`src/rtl/alu_seq.sv`:
```
// alu_seq: handshaked 32-bit ALU (add/sub/and/or, optional 32-cycle shift-add MUL under ALU_SEQ_MUL_EN)
module alu_seq (
  input  logic        clk_i,
  input  logic        rst_n_i,
  input  logic        valid_i,
  output logic        ready_o,
  input  logic [2:0]  ALUCtrl_i,
  input  logic [31:0] data1_i,
  input  logic [31:0] data2_i,
  output logic        valid_o,
  input  logic        ready_i,
  output logic [31:0] data_o,
  output logic        Zero_o
);
  typedef enum logic [1:0] {IDLE, BUSY, DONE} state_t;
  state_t state_q, state_d;
  logic [31:0] data_q, data_d, alu_res;
  logic accept;
`ifdef ALU_SEQ_MUL_EN
  logic [31:0] a_q, a_d, b_q, b_d, acc_q, acc_d, partial;
  logic [5:0] cnt_q, cnt_d;
`endif
  assign ready_o = rst_n_i & (state_q == IDLE);
  assign accept = valid_i & ready_o;
  assign valid_o = state_q == DONE;
  assign data_o = data_q;
  assign Zero_o = valid_o & (data_q == '0);
  // single-cycle ops; unused codes (and MUL when not built) fall through to add
  always_comb begin
    alu_res = ALUCtrl_i == 3'b010 ? data1_i - data2_i :
              ALUCtrl_i == 3'b011 ? data1_i & data2_i :
              ALUCtrl_i == 3'b100 ? data1_i | data2_i :
                                    data1_i + data2_i;
  end
  // next state: accept in IDLE, iterate shift-add in BUSY, hold result in DONE until taken
  always_comb begin
    state_d = state_q;
    data_d = data_q;
`ifdef ALU_SEQ_MUL_EN
    a_d = a_q;
    b_d = b_q;
    acc_d = acc_q;
    cnt_d = cnt_q;
    partial = acc_q + (b_q[0] ? a_q : '0);
`endif
    case (state_q)
      IDLE: if (accept) begin
        state_d = DONE;
        data_d = alu_res;
`ifdef ALU_SEQ_MUL_EN
        if (ALUCtrl_i == 3'b110) begin
          state_d = BUSY;
          data_d = data_q;
          a_d = data1_i;
          b_d = data2_i;
          acc_d = '0;
          cnt_d = '0;
        end
`endif
      end
`ifdef ALU_SEQ_MUL_EN
      BUSY: begin
        acc_d = partial;
        a_d = a_q << 1;
        b_d = b_q >> 1;
        cnt_d = cnt_q + 6'd1;
        if (cnt_q == 6'd31) begin
          state_d = DONE;
          data_d = partial;
        end
      end
`endif
      DONE: if (ready_i) state_d = IDLE;
      default: state_d = IDLE;
    endcase
  end
  // state registers; reset aborts any in-flight multiply
  always_ff @(posedge clk_i or negedge rst_n_i) begin
    if (!rst_n_i) begin
      state_q <= IDLE;
      data_q <= '0;
`ifdef ALU_SEQ_MUL_EN
      a_q <= '0;
      b_q <= '0;
      acc_q <= '0;
      cnt_q <= '0;
`endif
    end else begin
      state_q <= state_d;
      data_q <= data_d;
`ifdef ALU_SEQ_MUL_EN
      a_q <= a_d;
      b_q <= b_d;
      acc_q <= acc_d;
      cnt_q <= cnt_d;
`endif
    end
  end
endmodule

```
`config.mk`:
```
export PLATFORM = sky130hd
export DESIGN_NAME = alu_seq
export DESIGN_NICKNAME = d
export VERILOG_FILES = /design/src/rtl/alu_seq.sv
export SDC_FILE = /design/constraint.sdc
export NUM_CORES = 1
export LEC_CHECK = 0
export CAP_MARGIN = 0
export CORE_ASPECT_RATIO = 0.7
export CORE_MARGIN = 1
export CORE_UTILIZATION = 55
export CTS_BUF_LIST = sky130_fd_sc_hd__clkbuf_4
export DETAILED_ROUTE_END_ITERATION = 8
export GPL_ROUTABILITY_DRIVEN = 0
export PLACE_DENSITY = 0.82
export SLEW_MARGIN = 10
export SYNTH_ARGS = -nofsm -noshare
export SYNTH_HDL_FRONTEND = slang
export SYNTH_SLANG_ARGS = --single-unit
```
`constraint.sdc`:
```
create_clock -name clk_i -period 3.5 [get_ports clk_i]
set_input_delay 0.7 -clock clk_i [delete_from_list [all_inputs] [get_ports clk_i]]
set_output_delay 0.7 -clock clk_i [all_outputs]
set_load 0.02 [all_outputs]
```
==> impl_results.html, run 1 <==
<table>
<tr><th>Metric</th><th>Value</th></tr>
<tr><th colspan="2">Power</th></tr>
<tr><td>Static leakage</td><td>4.29 nW</td></tr>
<tr><td>Power per standard cell area</td><td>284 nW/um^2</td></tr>
<tr><td>Worst VDD drop</td><td>214 uV</td></tr>
<tr><th colspan="2">Floorplanning</th></tr>
<tr><td>Core Region</td><td>11200 sq um</td></tr>
<tr><td>Height of the chip</td><td>92.6 um</td></tr>
<tr><td>Count of boundary I/O pins</td><td>106</td></tr>
<tr><td>Chip Width</td><td>131 um</td></tr>
<tr><td>Initial cell density of the core</td><td>0.575</td></tr>
<tr><td>DIE AREA</td><td>12200 sq um</td></tr>
<tr><td>Count of standard-cell rows</td><td>32</td></tr>
<tr><th colspan="2">Clock network</th></tr>
<tr><td>CTS max path bufs</td><td>2</td></tr>
<tr><td>Cts-stage hold buffer count</td><td>0</td></tr>
<tr><td>CTS tree</td><td>yes</td></tr>
<tr><td>CTS H-tree depth</td><td>2</td></tr>
<tr><td>Master cell of the clock root buffer</td><td>sky130_fd_sc_hd__clkbuf_4</td></tr>
<tr><td>Clock-pin slew of the registers on the worst-case setup and hold paths</td><td>0.11 ns</td></tr>
<tr><td>Total clock sinks</td><td>33</td></tr>
<tr><td>TritonCTS buffer count</td><td>5</td></tr>
<tr><td>Clk_lat worst skew</td><td>0.36 ns</td></tr>
<tr><th colspan="2">Placement</th></tr>
<tr><td>Number of placed cells counting well taps</td><td>1280</td></tr>
<tr><td>Number of buffer cells added on primary ports</td><td>105</td></tr>
<tr><td>Detailed-placement wirelength estimate</td><td>18800 um</td></tr>
<tr><td>Post-placement worst setup slack</td><td>-0.430 ns</td></tr>
<tr><th colspan="2">Synth</th></tr>
<tr><td>Register area share after synthesis</td><td>0.128</td></tr>
<tr><td>Synthesized Nets</td><td>1070</td></tr>
<tr><td>Synthesized area per cell</td><td>7.22 sq um</td></tr>
<tr><td>Primary flip-flop cell chosen by synthesis mapping</td><td>sky130_fd_sc_hd__dfrtp_1</td></tr>
<tr><td>Synthesis warning total</td><td>0</td></tr>
<tr><td>Post-Synthesis Cell Area</td><td>6450 sq um</td></tr>
<tr><td>Post-synth EDFFs</td><td>0</td></tr>
<tr><td>Library cell with the largest summed area after synthesis</td><td>sky130_fd_sc_hd__ha_1</td></tr>
<tr><td>Seq cells post-synth</td><td>33</td></tr>
<tr><td>Most area-consuming cells after synthesis</td><td>sky130_fd_sc_hd__ha_1, sky130_fd_sc_hd__dfrtp_1, sky130_fd_sc_hd__a21oi_1, sky130_fd_sc_hd__inv_1, sky130_fd_sc_hd__nor2_1</td></tr>
<tr><td>Share of the synthesized area in the top cell type</td><td>0.202</td></tr>
<tr><td>Async set or reset register ratio after synthesis</td><td>1.00</td></tr>
<tr><td>Library cells used by synthesis</td><td>75</td></tr>
<tr><td>Post-Synthesis Cells</td><td>893</td></tr>
<tr><th colspan="2">Cells and area</th></tr>
<tr><td>Diodes inserted</td><td>0</td></tr>
<tr><td>Multi-input gate area</td><td>5260 sq um</td></tr>
<tr><td>Fillers</td><td>758</td></tr>
<tr><td>Combined flip-flop and latch cell area</td><td>826 sq um</td></tr>
<tr><td>Total number of nets in the final design</td><td>1313</td></tr>
<tr><td>Final non-filler cell total</td><td>1290</td></tr>
<tr><td>Core Util, Final</td><td>0.811</td></tr>
<tr><td>Synth-to-layout area growth</td><td>41.0%</td></tr>
<tr><td>Fraction of final layout cells with drive strength greater than 1</td><td>0.223</td></tr>
<tr><th colspan="2">Timing</th></tr>
<tr><td>Number of pins with negative max-slew slack in the final report</td><td>0</td></tr>
<tr><td>Crit path time final</td><td>3.47 ns</td></tr>
<tr><td>Setup slack after layout</td><td>0.0338 ns</td></tr>
<tr><td>Final hold slack</td><td>0.538 ns</td></tr>
<tr><td>Slew headroom</td><td>0.584</td></tr>
<tr><td>Fin crit share</td><td>0.990</td></tr>
<tr><td>Unrepaired setup endpoints after global routing</td><td>true</td></tr>
<tr><td>Worst-case clock skew</td><td>0.00987 ns</td></tr>
<tr><td>Setup-violating endpoint count in the final report</td><td>0</td></tr>
<tr><td>Slew of the pin with the lowest slew margin</td><td>0.623 ns</td></tr>
<tr><td>Maximum clock frequency</td><td>288 MHz</td></tr>
<tr><td>Number of failing hold endpoints at the final stage</td><td>0</td></tr>
<tr><th colspan="2">Global route</th></tr>
<tr><td>Antenna violations before repair</td><td>1</td></tr>
<tr><td>Overall track demand over capacity in global routing</td><td>0.372</td></tr>
<tr><td>First-pass GRT wire length</td><td>36300 um</td></tr>
<tr><td>Vias in the first global route</td><td>7102</td></tr>
<tr><td>Largest net degree at the start of global routing</td><td>38</td></tr>
<tr><td>Overflow after GRT</td><td>0</td></tr>
<tr><th colspan="2">Drt</th></tr>
<tr><td>Number of nets with antenna violations after detailed routing</td><td>0</td></tr>
<tr><td>Total iterations of the first detailed-routing run</td><td>6</td></tr>
<tr><td>WL per Instance</td><td>18.8 um</td></tr>
<tr><td>Routed via count</td><td>8048</td></tr>
<tr><td>Remaining DRCs</td><td>0</td></tr>
<tr><td>Total routed wirelength</td><td>24200 um</td></tr>
<tr><td>Initial DRC count</td><td>1294</td></tr>
<tr><td>Vias per std cell</td><td>6.24</td></tr>
<tr><th colspan="2">Min path</th></tr>
<tr><td>Path class of the lowest-slack min-delay path</td><td>reg2reg</td></tr>
<tr><th colspan="2">Setup path</th></tr>
<tr><td>Critical path required time</td><td>3.75 ns</td></tr>
<tr><td>Worst-path fanout max</td><td>3</td></tr>
<tr><td>CP Data Arrival Time</td><td>3.71 ns</td></tr>
<tr><td>Worst Setup Path Type</td><td>in2reg</td></tr>
<tr><td>CP startpoint kind</td><td>input port</td></tr>
<tr><td>Endpoint class of the critical path</td><td>register</td></tr>
<tr><th colspan="2">Run status</th></tr>
<tr><td>Outcome</td><td>finished clean</td></tr>
<tr><th colspan="2">Flow run</th></tr>
<tr><td>Reported max-cap violation count</td><td>0</td></tr>
</table>
## metrics by stage
step / cell area [sq um] / TNS, ns / total power [mW]
CTS: 8800 / -0.00123 / 2.44
global route: 9090 / -0.210 / 2.71
floorplan: 6450 / 0 / 1.46
detailed placement: 8730 / -6.27 / 2.22
global placement: 8730 / -4.71 / 2.18
finish: 9090 / 0 / 2.58
## critical path, stage by stage
cell and delay [ns]:
sky130_fd_sc_hd__clkdlybuf4s50_1 0.50, sky130_fd_sc_hd__inv_1 0.07, sky130_fd_sc_hd__ha_1 0.22, sky130_fd_sc_hd__buf_4 0.16
sky130_fd_sc_hd__a211oi_4 0.27, sky130_fd_sc_hd__a21oi_4 0.11, sky130_fd_sc_hd__a211oi_4 0.32, sky130_fd_sc_hd__a21oi_2 0.11
sky130_fd_sc_hd__or3_4 0.38, sky130_fd_sc_hd__a221o_1 0.37, sky130_fd_sc_hd__o2111a_1 0.24, sky130_fd_sc_hd__a221o_1 0.25
## synthesized netlist by cell type, types with 8 or more instances
cell,instances
sky130_fd_sc_hd__nand3_1,22
sky130_fd_sc_hd__o211ai_1,17
sky130_fd_sc_hd__dfrtp_1,33
sky130_fd_sc_hd__a21oi_1,84
sky130_fd_sc_hd__nor2_1,89
sky130_fd_sc_hd__nor4_1,11
sky130_fd_sc_hd__ha_1,104
sky130_fd_sc_hd__xor2_1,8
sky130_fd_sc_hd__nor3_1,15
sky130_fd_sc_hd__a21o_1,18
sky130_fd_sc_hd__a211oi_1,13
sky130_fd_sc_hd__a31oi_1,13
sky130_fd_sc_hd__xnor2_1,35
sky130_fd_sc_hd__inv_1,96
sky130_fd_sc_hd__nand2b_1,9
sky130_fd_sc_hd__clkbuf_1,26
sky130_fd_sc_hd__o22ai_1,8
sky130_fd_sc_hd__nand2_1,68
sky130_fd_sc_hd__nand4_1,9
sky130_fd_sc_hd__nor2b_1,17
sky130_fd_sc_hd__o21ai_0,63
sky130_fd_sc_hd__o21bai_1,13
## area by class of cell
type                    count  share of cell area
clock inverters             3             0.00138
flip-flops and latches     33              0.0908
inverters                  96              0.0396
repair buffers            285               0.265
clock buffers               5             0.00413
well taps                 153              0.0211
multi-input cells         715               0.578
## path summary, 6_finish.rpt
check                              to  depth (start not counted)  slack (ns)       start
setup / recovery           data_o[29]                         12        0.03  data2_i[2]
hold / removal              data_o[2]                          2        0.54   data_o[2]
setup reg to reg           data_o[19]                          5        1.56  state_q[1]
hold reg to reg             data_o[2]                          2        0.54   data_o[2]
max in group asynchronous  data_o[27]                          2        2.40     rst_n_i
min in group asynchronous  data_o[18]                          2        0.78     rst_n_i
## per-layer routing
layer	GRT usage	up-vias	share of wire
met5	0	-	0.00050
met4	0.0901	2	0.023
met3	0.109	78	0.16
met2	0.529	713	0.41
met1	0.540	3627	0.41
li1	-	3628	-
## timing repair
action,CTS,global route
endpoints found under the setup margin,4,19
resized for setup,4,67
hold endpoints to repair,0,0
buffers inserted,0,2
pin swaps,1,16
## power by group
part	switching, mW	internal (mW)	leakage [nW]
combinational	0.938	0.828	3.87
sequential	0.110	0.480	0.395
clock	0.153	0.0727	0.0300
total	1.20	1.38	4.29
## logic make-up (layout without fill, tap and decap cells)
kind of cell,Yosys count,in the layout,share of synthesized area
AO/OA/AOI/OAI,294,294,0.300
AND/OR/NAND/NOR,266,266,0.194
buffers and inverters,145,389,0.101
adder cells (fa/ha/maj),106,106,0.208
XOR/XNOR,43,43,0.0584
flip-flops,33,33,0.128
multiplexers,6,6,0.00932
## placed cells by master (no fill, tap or decap), types with 8 or more instances in the layout
cell type                         count
sky130_fd_sc_hd__a21oi_1             74
sky130_fd_sc_hd__a211oi_1            10
sky130_fd_sc_hd__xnor2_1             33
sky130_fd_sc_hd__o21bai_1            12
sky130_fd_sc_hd__nand4_1              9
sky130_fd_sc_hd__o21ai_1              8
sky130_fd_sc_hd__nor3_1              14
sky130_fd_sc_hd__ha_1                93
sky130_fd_sc_hd__nor2b_1             16
sky130_fd_sc_hd__nand3_1             21
sky130_fd_sc_hd__a21o_1              18
sky130_fd_sc_hd__xor2_1               8
sky130_fd_sc_hd__nand2_1             68
sky130_fd_sc_hd__nor4_1              10
sky130_fd_sc_hd__nor2_1              89
sky130_fd_sc_hd__o211ai_1            17
sky130_fd_sc_hd__o21ai_0             55
sky130_fd_sc_hd__a31oi_1             12
sky130_fd_sc_hd__o22ai_1              8
sky130_fd_sc_hd__a21oi_2             11
sky130_fd_sc_hd__buf_4              180
sky130_fd_sc_hd__dfrtp_1             33
sky130_fd_sc_hd__inv_1               94
sky130_fd_sc_hd__clkdlybuf4s50_1    102
sky130_fd_sc_hd__nand2b_1             9
## state kept, by name (all words and copies together), names as in the netlist
name / cells
data_o: 32
state_q: 1
Power figures use the tool's default switching activity.
==> inputs of run 2 (changes only) <==
==> constraint.sdc (replaced) <==
create_clock -name clk_i -period 3.79 [get_ports clk_i]
set_input_delay 0.758 -clock clk_i [delete_from_list [all_inputs] [get_ports clk_i]]
set_output_delay 0.758 -clock clk_i [all_outputs]
set_load 0.02 [all_outputs]
==> run 2 against run 1 <==
First-iteration DRC count down 18%. Utilization fell by 5.3 points. Combinational power shrank 15%. Non-clock buffer count down 50. Critical path depth is the same. Global-route usage hardly changed. Clock skew is 0.0052 ns higher. Design area fell by 6.5%. Count of clock-buffer cells in the layout unchanged. Largest cell class unchanged. Largest power group unchanged. Highest routed layer is now met4.
==> impl_results.html, run 2 (synthesis gave the netlist of run 1 again) <==
<table>
<tr><th>Metric</th><th>Value</th></tr>
<tr><th colspan="2">Timing</th></tr>
<tr><td>Setup-violating endpoint count in the final report</td><td>0</td></tr>
<tr><td>Number of pins with negative max-slew slack in the final report</td><td>0</td></tr>
<tr><td>Crit path time final</td><td>3.70 ns</td></tr>
<tr><td>Maximum clock frequency</td><td>270 MHz</td></tr>
<tr><td>Fin crit share</td><td>0.977</td></tr>
<tr><td>Setup slack after layout</td><td>0.0862 ns</td></tr>
<tr><td>Number of failing hold endpoints at the final stage</td><td>0</td></tr>
<tr><td>Unrepaired setup endpoints after global routing</td><td>false</td></tr>
<tr><td>Slew of the pin with the lowest slew margin</td><td>1.25 ns</td></tr>
<tr><td>Slew headroom</td><td>0.157</td></tr>
<tr><td>Worst-case clock skew</td><td>0.0151 ns</td></tr>
<tr><th colspan="2">Setup path</th></tr>
<tr><td>CP Capture Point</td><td>data_o[19]</td></tr>
<tr><td>CP startpoint kind</td><td>input port</td></tr>
<tr><td>Endpoint class of the critical path</td><td>register</td></tr>
<tr><td>Worst reg2reg path endpoint</td><td>data_o[31]</td></tr>
<tr><td>Critical path required time</td><td>4.05 ns</td></tr>
<tr><td>Worst-path fanout max</td><td>3</td></tr>
<tr><td>CP Data Arrival Time</td><td>3.97 ns</td></tr>
<tr><td>Worst Setup Path Type</td><td>in2reg</td></tr>
<tr><td>Launch point of the critical path</td><td>data2_i[1]</td></tr>
<tr><td>Depth of the most critical reg-to-reg path</td><td>5</td></tr>
<tr><td>R2R setup slack</td><td>1.82 ns</td></tr>
<tr><td>Launching point of the worst reg2reg path</td><td>state_q[1]</td></tr>
<tr><th colspan="2">Clock network</th></tr>
<tr><td>Master cell of the clock root buffer</td><td>sky130_fd_sc_hd__clkbuf_4</td></tr>
<tr><td>Clk_lat worst skew</td><td>0.36 ns</td></tr>
<tr><td>CTS H-tree depth</td><td>2</td></tr>
<tr><td>Clock-pin slew of the registers on the worst-case setup and hold paths</td><td>0.13 ns</td></tr>
<tr><td>Total clock sinks</td><td>33</td></tr>
<tr><td>TritonCTS buffer count</td><td>5</td></tr>
<tr><td>CTS max path bufs</td><td>2</td></tr>
<tr><td>CTS tree</td><td>yes</td></tr>
<tr><th colspan="2">Cells and area</th></tr>
<tr><td>Final non-filler cell total</td><td>1241</td></tr>
<tr><td>Flip-flop count of the largest register, all copies and words added</td><td>32</td></tr>
<tr><td>Total number of nets in the final design</td><td>1263</td></tr>
<tr><td>Commonest cells after routing, fill and taps aside</td><td>sky130_fd_sc_hd__buf_4, sky130_fd_sc_hd__clkdlybuf4s50_1, sky130_fd_sc_hd__ha_1</td></tr>
<tr><td>Core Util, Final</td><td>0.758</td></tr>
<tr><td>Fraction of final layout cells with drive strength greater than 1</td><td>0.152</td></tr>
<tr><td>Synth-to-layout area growth</td><td>31.8%</td></tr>
<tr><td>Most common library cell in the layout ignoring fill and taps</td><td>sky130_fd_sc_hd__buf_4</td></tr>
<tr><th colspan="2">Global route</th></tr>
<tr><td>Overflow after GRT</td><td>0</td></tr>
<tr><td>Overall track demand over capacity in global routing</td><td>0.372</td></tr>
<tr><td>Antenna violations before repair</td><td>1</td></tr>
<tr><td>Largest net degree at the start of global routing</td><td>34</td></tr>
<tr><td>Vias in the first global route</td><td>7056</td></tr>
<tr><td>First-pass GRT wire length</td><td>35900 um</td></tr>
<tr><th colspan="2">Drt</th></tr>
<tr><td>Routed via count</td><td>7691</td></tr>
<tr><td>Remaining DRCs</td><td>0</td></tr>
<tr><td>Total routed wirelength</td><td>22500 um</td></tr>
<tr><td>Number of nets with antenna violations after detailed routing</td><td>0</td></tr>
<tr><td>Initial DRC count</td><td>1067</td></tr>
<tr><td>Total iterations of the first detailed-routing run</td><td>6</td></tr>
<tr><td>WL per Instance</td><td>18.1 um</td></tr>
<tr><td>Vias per std cell</td><td>6.20</td></tr>
<tr><th colspan="2">Min path</th></tr>
<tr><td>Path class of the lowest-slack min-delay path</td><td>reg2reg</td></tr>
<tr><th colspan="2">Floorplanning</th></tr>
<tr><td>Chip Width</td><td>131 um</td></tr>
<tr><td>DIE AREA</td><td>12200 sq um</td></tr>
<tr><td>Count of boundary I/O pins</td><td>106</td></tr>
<tr><td>Count of standard-cell rows</td><td>32</td></tr>
<tr><td>Initial cell density of the core</td><td>0.575</td></tr>
<tr><td>Height of the chip</td><td>92.6 um</td></tr>
<tr><td>Core Region</td><td>11200 sq um</td></tr>
<tr><th colspan="2">Run status</th></tr>
<tr><td>Outcome</td><td>finished clean</td></tr>
<tr><th colspan="2">Flow run</th></tr>
<tr><td>Reported max-cap violation count</td><td>0</td></tr>
<tr><th colspan="2">Placement</th></tr>
<tr><td>Number of placed cells counting well taps</td><td>1232</td></tr>
<tr><td>Post-placement worst setup slack</td><td>-0.208 ns</td></tr>
<tr><td>Number of buffer cells added on primary ports</td><td>105</td></tr>
<tr><td>Detailed-placement wirelength estimate</td><td>18000 um</td></tr>
<tr><th colspan="2">Power</th></tr>
<tr><td>Worst VDD drop</td><td>191 uV</td></tr>
<tr><td>Static leakage</td><td>4.00 nW</td></tr>
<tr><td>Power per standard cell area</td><td>284 nW/um^2</td></tr>
</table>
run 2: worst max-delay path, stage by stage:
cell and delay, ns:
sky130_fd_sc_hd__clkdlybuf4s50_1 0.54, sky130_fd_sc_hd__inv_1 0.09, sky130_fd_sc_hd__ha_1 0.30, sky130_fd_sc_hd__o21ba_2 0.21
sky130_fd_sc_hd__or4_2 0.59, sky130_fd_sc_hd__a21oi_2 0.25, sky130_fd_sc_hd__nor2_1 0.10, sky130_fd_sc_hd__o31ai_1 0.37
sky130_fd_sc_hd__and4_1 0.29, sky130_fd_sc_hd__or3_1 0.11, sky130_fd_sc_hd__a21oi_1 0.05, sky130_fd_sc_hd__o32a_1 0.29
run 2: what timing repair did:
item / CTS / global route
endpoints found under the setup margin: 0 / 8
gates resized for setup: 0 / 5
buffers inserted: 0 / 0
hold buffers: 0 / 0
run 2: where the power goes:
part           internal [mW]  total (mW)  switching, mW
sequential             0.443       0.555          0.111
clock                  0.204       0.360          0.156
combinational          0.697        1.50          0.801
run 2: worst min path at each step:
stage / from / endpoint / depth (start not counted)
5_1_grt: data_o[16] / data_o[16] / 2
3_5_place_dp: data_o[16] / data_o[16] / 2
4_1_cts: data_o[16] / data_o[16] / 2
3_3_place_gp: data_o[16] / data_o[16] / 2
6_report: data_o[16] / data_o[16] / 2
2_1_floorplan: rst_n_i / data_o[0] / 0
run 2: through the flow:
step / instance area [sq um] / power [mW] / hold WS (ns) / setup TNS, ns
global route: 8500 / 2.54 / 0.573 / 0
finish: 8500 / 2.41 / 0.549 / 0
floorplan: 6450 / 1.35 / 0.462 / 0
detailed placement: 8370 / 2.00 / 0.510 / -1.30
CTS: 8470 / 2.36 / 0.538 / 0
global placement: 8370 / 1.97 / 0.492 / -0.957
run 2: cell type report:
type                    instances  area [sq um]
clock buffers                   5          37.5
clock inverters                 3          65.1
diodes                          1          2.50
multi-input cells             715          4990
fillers                       876          2710
repair buffers                235          2030
flip-flops and latches         33           826
well taps                     153           191
inverters                      96           360
run 2: per-layer routing:
layer  vias up  global-route usage  part of all wire
met2       639               0.517              0.38
met4         0               0.109             0.028
met1      3445               0.517              0.43
met5         -                   0                 0
li1       3524                   -                 -
met3        83               0.151              0.17
